==> config.mk <==
export PLATFORM = sky130hd
export DESIGN_NAME = sound_player
export DESIGN_NICKNAME = d
export VERILOG_FILES = /design/src/rtl/sound_pkg.sv /design/src/rtl/sound_player_tone_gen.sv /design/src/rtl/sound_player.sv
export SDC_FILE = /design/constraint.sdc
export NUM_CORES = 1
export LEC_CHECK = 0
export CAP_MARGIN = 20
export CORE_UTILIZATION = 55
export DETAILED_ROUTE_END_ITERATION = 8
export MAX_ROUTING_LAYER = met4
export PLACE_DENSITY = 0.72
export SYNTH_ARGS = -nofsm -noshare
export SYNTH_HDL_FRONTEND = slang
export SYNTH_SLANG_ARGS = --single-unit
==> constraint.sdc <==
create_clock -name clk -period 2.75 [get_ports clk]
set_clock_uncertainty 0.1 [all_clocks]
set_input_delay 0.275 -clock clk [delete_from_list [all_inputs] [get_ports clk]]
set_output_delay 0.275 -clock clk [all_outputs]
set_load 0.01 [all_outputs]
==> src/rtl/sound_pkg.sv <==
// Shared types and default constants for the Breakout sound back end.
package sound_pkg;

    typedef enum logic [1:0] {
        IDLE   = 2'd0,
        BRICK  = 2'd1,
        PADDLE = 2'd2
    } state_e;

    localparam int unsigned DEF_CLK_HZ      = 25_000_000;
    localparam int unsigned DEF_BRICK_HALF  = 14_204;     // ~880 Hz at 25 MHz
    localparam int unsigned DEF_PADDLE_HALF = 28_409;     // ~440 Hz at 25 MHz
    localparam int unsigned DEF_TONE_CYCLES = 2_500_000;  // 100 ms at 25 MHz
    localparam int unsigned DEF_CNT_W       = 24;

endpackage

==> src/rtl/sound_player_tone_gen.sv <==
// Half-period counter and toggle flop producing a square wave of period 2*half.
// wave_next exposes the flop's next value so the caller can register it without extra latency.
module tone_gen
    import sound_pkg::*;
#(
    parameter int unsigned CNT_W = DEF_CNT_W
) (
    input  logic             clk,
    input  logic             reset,
    input  logic             clear,
    input  logic             enable,
    input  logic [CNT_W-1:0] half,
    output logic             wave,
    output logic             wave_next
);

    localparam logic [CNT_W-1:0] CNT_ONE = CNT_W'(1);

    logic [CNT_W-1:0] half_cnt_q, half_cnt_d;
    logic             wave_q;

    always_comb begin
        half_cnt_d = half_cnt_q;
        wave_next  = wave_q;
        if (clear) begin
            half_cnt_d = '0;
            wave_next  = 1'b0;
        end else if (enable) begin
            if (half_cnt_q == half - CNT_ONE) begin
                half_cnt_d = '0;
                wave_next  = ~wave_q;
            end else begin
                half_cnt_d = half_cnt_q + CNT_ONE;
            end
        end
    end

    always_ff @(posedge clk or negedge reset) begin
        if (!reset) begin
            half_cnt_q <= '0;
            wave_q     <= 1'b0;
        end else begin
            half_cnt_q <= half_cnt_d;
            wave_q     <= wave_next;
        end
    end

    assign wave = wave_q;

endmodule

==> src/rtl/sound_player.sv <==
// Breakout audio back end: edge-detects brick/paddle hit events and plays a
// fixed-length square-wave tone on a single speaker bit, brick tones taking priority.
module sound_player
    import sound_pkg::*;
#(
    parameter int unsigned CLK_HZ      = DEF_CLK_HZ,
    parameter int unsigned BRICK_HALF  = DEF_BRICK_HALF,
    parameter int unsigned PADDLE_HALF = DEF_PADDLE_HALF,
    parameter int unsigned TONE_CYCLES = DEF_TONE_CYCLES,
    parameter int unsigned CNT_W       = DEF_CNT_W
) (
    input  logic clk,
    input  logic reset,
    input  logic play_sound1,
    input  logic play_sound2,
    input  logic mute,
    output logic speaker,
    output logic busy
);

    localparam logic [CNT_W-1:0] CNT_ONE     = CNT_W'(1);
    localparam logic [CNT_W-1:0] TONE_LAST   = CNT_W'(TONE_CYCLES - 1);
    localparam logic [CNT_W-1:0] BRICK_HALF_C  = CNT_W'(BRICK_HALF);
    localparam logic [CNT_W-1:0] PADDLE_HALF_C = CNT_W'(PADDLE_HALF);

    if (CLK_HZ == 0 || TONE_CYCLES == 0 || BRICK_HALF == 0 || PADDLE_HALF == 0 ||
        longint'(TONE_CYCLES) > (longint'(1) << CNT_W)) begin : g_param_check
        $error("sound_player: parameters out of range for CNT_W");
    end

    state_e           state_q, state_d;
    logic             prev1_q, prev2_q;
    logic [CNT_W-1:0] dur_q, dur_d;
    logic             speaker_q, speaker_d;

    logic             rise1, rise2, accept, expire;
    logic             tone_clear;
    logic [CNT_W-1:0] tone_half;
    logic             wave, wave_next;

    // prev registers reset high so a line already asserted at reset release is not an event
    assign rise1  = play_sound1 & ~prev1_q;
    assign rise2  = play_sound2 & ~prev2_q;
    assign accept = rise1 | (rise2 & (state_q != BRICK));
    assign expire = (state_q != IDLE) && (dur_q == TONE_LAST);

    always_ff @(posedge clk or negedge reset) begin
        if (!reset) begin
            state_q   <= IDLE;
            prev1_q   <= 1'b1;
            prev2_q   <= 1'b1;
            dur_q     <= '0;
            speaker_q <= 1'b0;
        end else begin
            state_q   <= state_d;
            prev1_q   <= play_sound1;
            prev2_q   <= play_sound2;
            dur_q     <= dur_d;
            speaker_q <= speaker_d;
        end
    end

    always_comb begin
        state_d = state_q;
        case (state_q)
            IDLE: begin
                if (rise1)      state_d = BRICK;
                else if (rise2) state_d = PADDLE;
            end
            BRICK: begin
                if (rise1)       state_d = BRICK;
                else if (expire) state_d = IDLE;
            end
            PADDLE: begin
                if (rise1)       state_d = BRICK;
                else if (rise2)  state_d = PADDLE;
                else if (expire) state_d = IDLE;
            end
            default: state_d = IDLE;
        endcase
    end

    // An accepted event restarts the tone from phase zero; IDLE keeps everything cleared.
    always_comb begin
        busy       = (state_q != IDLE);
        tone_clear = accept || (state_d == IDLE);
        tone_half  = (state_d == BRICK) ? BRICK_HALF_C : PADDLE_HALF_C;
        dur_d      = tone_clear ? '0 : dur_q + CNT_ONE;
        speaker_d  = wave_next & ~mute;
    end

    tone_gen #(
        .CNT_W (CNT_W)
    ) u_tone_gen (
        .clk       (clk),
        .reset     (reset),
        .clear     (tone_clear),
        .enable    (1'b1),
        .half      (tone_half),
        .wave      (wave),
        .wave_next (wave_next)
    );

    assign speaker = speaker_q;

endmodule

# Word level (Yosys, flattened, before mapping)
# Cells that the tools add are included.
# word_totals
regBits,54
in_bits,5
elab_cells,43
# classes
addsub,3
n_eq_ne,6
n_mux,13
bitwise,9
n_reduce_logical,5
# ops
op,n
$mux 24,3
$add 24x1->24 const B,2
$eq 24x22->1 const B,1
$eq 24x24->1,1
$sub 15x1->16 const B,1
$mux 15,1
$mux 2,6
$pmux 2 s3,1
$and 1x1->1,4
$eq 2x1->1 const B,2
$logic_not 2->1,2
$not 1->1,4
$eq 2x2->1 const B,1
$mux 1,2
$ne 2x1->1 const B,1
$reduce_bool 2->1,1
$logic_and 1x1->1,1
$logic_or 1x1->1,1
$or 1x1->1,1

# Logic depth before layout (Yosys ltp)
# logic_depth
ltp_word,13
mapped_depth,7
ltp_nobuf,6

# By module
# Synthesis repeated with hierarchy kept, for this count alone.
# unflattened
hier_cells,456
area_unflattened_um2,3983.8
# modules_own_cells
mod,instances,cells_each,area_each_um2
tone_gen,1,310,2462.4
sound_player,1,146,1521.5

# Worst setup path before layout
# Ideal clock, no wire load.
# synth_path
kind,register to register
from,reg u_tone_gen.half_cnt_q[20]
to,reg u_tone_gen.half_cnt_q[10]
setup_ns,0.125
t_arrival_ns,1.866
path_slack_ns,0.660
path_stages_with_launch,7
path_buffers,1
synth_period_minus_slack_ns,2.090
path_cell_list,dfrtp_1 -> or4_4 -> nor4_4 -> nand4_1 -> mux2i_4 -> buf_4 -> nor3_1
# synth_via
elab_chain_cells,3
# synth_lines
item,line,text
start: declaration,sound_player_tone_gen.sv:19,"logic [CNT_W-1:0] half_cnt_q, half_cnt_d;"
start signal: assignment,sound_player_tone_gen.sv:43,half_cnt_q <= half_cnt_d;
$eq 24x24->1,sound_player_tone_gen.sv:29,if (half_cnt_q == half - CNT_ONE) begin
$mux 24,sound_player_tone_gen.sv:29,
$mux 24,sound_player_tone_gen.sv:25,if (clear) begin
net u_tone_gen.half_cnt_d[10],sound_player_tone_gen.sv:19,
# The timed path passes the listed nets, and every way through them passes these cells.

# Worst setup path in the final report
# layout_path
from,reg dur_q[19]
to,reg u_tone_gen.half_cnt_q[21]
# layout_via
elab_chain_cells,12
# layout_lines
item,line,text
start: declaration,sound_player.sv:33,"logic [CNT_W-1:0] dur_q, dur_d;"
start signal: assignment,sound_player.sv:58,dur_q <= dur_d;
$eq 24x22->1 (*),sound_player.sv:45,assign expire = (state_q != IDLE) && (dur_q == TONE_LAST);
$logic_and 1x1->1 (*),sound_player.sv:45,
$mux 2 (*),"sound_player.sv:72, sound_player.sv:77",
$mux 2,sound_player.sv:76,else if (rise2) state_d = PADDLE;
$mux 2,sound_player.sv:75,if (rise1) state_d = BRICK;
$pmux 2 s3 (*),sound_player.sv:65,case (state_q)
$eq 2x1->1,sound_player.sv:87,tone_half = (state_d == BRICK) ? BRICK_HALF_C : PADDLE_HALF_C;
$mux 15,sound_player.sv:87,
$sub 15x1->16,sound_player_tone_gen.sv:29,
$eq 24x24->1,sound_player_tone_gen.sv:29,
$mux 24,sound_player_tone_gen.sv:29,
$mux 24 (*),sound_player_tone_gen.sv:25,
net u_tone_gen.half_cnt_d[21],sound_player_tone_gen.sv:19,
# Mark *: on every way through the listed nets, which the timed path passes. The rest lies on a longest branch.

==> results.py <==
metrics = {
    "yosys": {
        "synth_compound_area_frac": 0.00938,
        "synth_nets": 289,
        "synth_top_area_share": 0.464,
        "synth_area_um2": 2800,
        "yosys.area.top_type": "dfrtp_1",
        "synth_common_cells": "dfrtp_1 (52), nor2_1 (35), nor3_1 (33)",
        "synthFlopType": "dfrtp_1",
        "yosysSeqAreaShare": 0.483,
        "synth_xor_area_frac": 0.138,
        "yosysMostFrequentCell": "dfrtp_1",
        "ys_warn_count": 0,
        "async_flop_share": 1.00,
        "ys_ff_latch": 54,
        "avgSynthCellArea_um2": 9.93,
        "ys_top_cells_by_area": "dfrtp_1 (46%), xnor2_1 (8.4%), nor3_1 (5.9%)",
        "yosys.area_share.adder": 0.00893,
        "synthSimpleGateAreaFrac": 0.309,
        "synthMuxAreaShare": 0.0205,
        "synth_top_family_by_area": "simple AND/OR/NAND/NOR gates",
        "synth_cell_type_count": 41,
        "synthCells": 282,
        "synth_edf_count": 0,
    },
    "critical_path": {
        "crit_chain": "or4b_1 > nor4_1 > nand4_2 > nand2_1 > buf_12 > nor3_1",
        "cp-start-kind": "flip-flop",
        "crit_arrival_ps": 2510,
        "path_depth": 6,
        "r2r-start": "dur_q[19]$_DFF_PN0_",
        "crit_type": "flip-flop to flip-flop",
        "crit_family": "simple AND/OR/NAND/NOR gates",
        "crit_path_end_kind": "flip-flop",
        "crit_start": "dur_q[19]$_DFF_PN0_",
        "cp.required_ps": 2830,
        "critPathMaxStageDelay_ps": 550,
        "reg2regPathDepth": 6,
        "crit_slowest_cell": "or4b_1",
        "cp-endpoint": "u_tone_gen.half_cnt_q[21]$_DFF_PN0_",
        "cp_num_buf_inv": 1,
        "r2r_slack_ps": 330,
        "cp_max_fo": 47,
        "r2r-end": "u_tone_gen.half_cnt_q[21]$_DFF_PN0_",
    },
    "sta": {
        "grt_setup_unrepaired": "false",
        "setup_viol": 0,
        "finalHoldViolCount": 0,
        "hold_ws_ps": 299,
        "slew_headroom": 0.554,
        "max_slew.worst_pin.slew_ps": 669,
        "period_minus_slack_ps": 2420,
        "max_freq_mhz": 413,
        "setup-tns-final_ps": 0,
        "slew_violations": 0,
        "period_share": 0.881,
        "timing.final.ws_setup_ps": 326,
    },
    "cts": {
        "numCtsBuffers": 5,
        "worstSkewPairLatency_ps": 310,
        "clockBufferDepth": 2,
        "cts_sinks": 54,
        "cts_resized": 0,
        "clkTransAtPathRegs_ps": 100,
        "cts_setup_buffers": 0,
        "cts_tree": "done",
        "clockRootBuffer": "clkbuf_8",
        "ctsHtreeMaxLevel": 2,
    },
    "power": {
        "cellPowerDensity_nw_per_um2": 553,
        "power_frac_comb": 0.197,
        "swShare": 0.299,
        "internal-power_mw": 1.17,
        "leakagePower_nw": 1.19,
        "seq_power_share": 0.529,
        "power.switching_mw": 0.499,
        "ir_drop_v": 0.000277,
        "pwr-share-clk": 0.275,
    },
    "grt": {
        "grt-ovfl-total": 0,
        "grt_pass1_vias": 1932,
        "antenna_found_initial": 0,
        "grt.total_usage": 0.224,
        "grt_start_max_net_pins": 55,
        "grt_first_pass_wirelength_um": 8970,
    },
    "routing": {
        "ant_nets": 0,
        "drtIter0Drc": 158,
        "drt-vias-per-instance": 5.59,
        "dr.pass1.iters": 4,
        "drcViolationCount": 0,
        "vias": 2013,
        "routed_wl_um": 5050,
        "avgRoutedWirePerCell_um": 14.0,
    },
    "worst_hold_path": {
        "hold_path_class": "primary input to flip-flop",
        "min_from": "play_sound2",
    },
    "floorplan": {
        "die_h_um": 73.4,
        "die_area_um2": 5380,
        "die_w_um": 73.4,
        "io_pins": 7,
        "core_um2": 4820,
        "start_util": 0.582,
        "rows": 25,
    },
    "cells_and_area": {
        "drive_above_1_share": 0.0751,
        "nets": 299,
        "fin_area_um2": 3020,
        "antenna_cells": 0,
        "area_delta_synth_final_pct": 7.77,
    },
    "outcome": {
        "status": "finished clean",
    },
    "run": {
        "maxCapViolations": 0,
    },
    "place": {
        "post-place-ws_ps": 328,
        "postPlaceCellArea_um2": 2920,
        "place_hpwl_um": 3380,
        "io_buffers": 6,
        "finalWeightedCongestion": 0.853,
    },
}
metal layers:
| layer | GRT usage | vias to the layer above | routed length, um |
|---|---|---|---|
| met2 | 0.346 | 29 | 2470 |
| met1 | 0.296 | 968 | 2370 |
| met5 | - | - | 0 |
| li1 | - | 1009 | - |
| met3 | 0.0439 | 7 | 143 |
| met4 | 0.0769 | 0 | 70 |
worst register-to-register path, stage by stage, from the launching register on:
cell and delay (ps):
dfrtp_1 440, or4b_1 550, nor4_1 430, nand4_2 270, nand2_1 180, buf_12 230
nor3_1 110
sequential cells by signal, indices dropped and copies added (netlist names):
signal,count
dur_q,24
prev1_q,1
prev2_q,1
speaker,1
state_q,2
u_tone_gen.half_cnt_q,24
u_tone_gen.wave,1
timing repair:
item,CTS,global route
hold buffers,1,0
setup endpoints to repair,0,0
hold endpoints to repair,2,0
power groups by stage:
stage / Clock [mW] / Combinational (mW) / Sequential (mW)
global route: 0.500 / 0.383 / 0.893
detailed placement: 0 / 0.333 / 0.899
global placement: 0 / 0.331 / 0.896
finish: 0.458 / 0.328 / 0.883
floorplan: 0 / 0.269 / 0.886
CTS: 0.471 / 0.337 / 0.884
worst min-delay path by stage:
| stage | to | slack, ps | depth (start not counted) |
|---|---|---|---|
| floorplan | dur_q[0]$_DFF_PN0_ | -120 | 0 |
| global placement | dur_q[18]$_DFF_PN0_ | 330 | 2 |
| detailed placement | dur_q[22]$_DFF_PN0_ | 340 | 2 |
| CTS | prev2_q$_DFF_PN1_ | 290 | 1 |
| global route | prev2_q$_DFF_PN1_ | 290 | 1 |
| finish | prev2_q$_DFF_PN1_ | 300 | 1 |
placed cells by master, fill, tap and decap left out, types with 3 or more instances in the layout:
master            n
nand2b_1          3
and4_1            4
nor3_1           33
nand3_1          17
xnor2_1          27
dfrtp_1          52
nor4_1           10
or4b_1            3
nand4_1          12
buf_4             3
clkbuf_8          6
inv_1             6
clkdlybuf4s50_1   5
xor2_1           17
nand2_1          20
nor2_1           35
and3_1            6
kinds of logic after synthesis:
group	count (synthesis)
adders and majority gates	2
xor gates and xnor gates	44
and+or+nand+nor	160
AOI/OAI and AO/OA	4
buffers and inverters	14
DFF	54
muxes	4
metrics by stage:
step | util | total power [mW] | std cells
2_1_floorplan | - | 1.16 | 282
4_1_cts | 0.627 | 1.69 | 360
3_5_place_dp | 0.606 | 1.23 | 351
5_1_grt | 0.627 | 1.78 | 360
3_3_place_gp | 0.606 | 1.23 | 351
6_report | 0.627 | 1.67 | 360
cell type report:
class | instances | area, um2
fill | 411 | 1800
clock inverter | 1 | 5.00
sequential | 54 | 1350
clock buffer | 7 | 86.3
inverter | 6 | 22.5
tap | 67 | 83.8
multi-input combinational | 214 | 1360
timing repair buffer | 11 | 108
No activity file was read; power rests on OpenSTA's default activity.
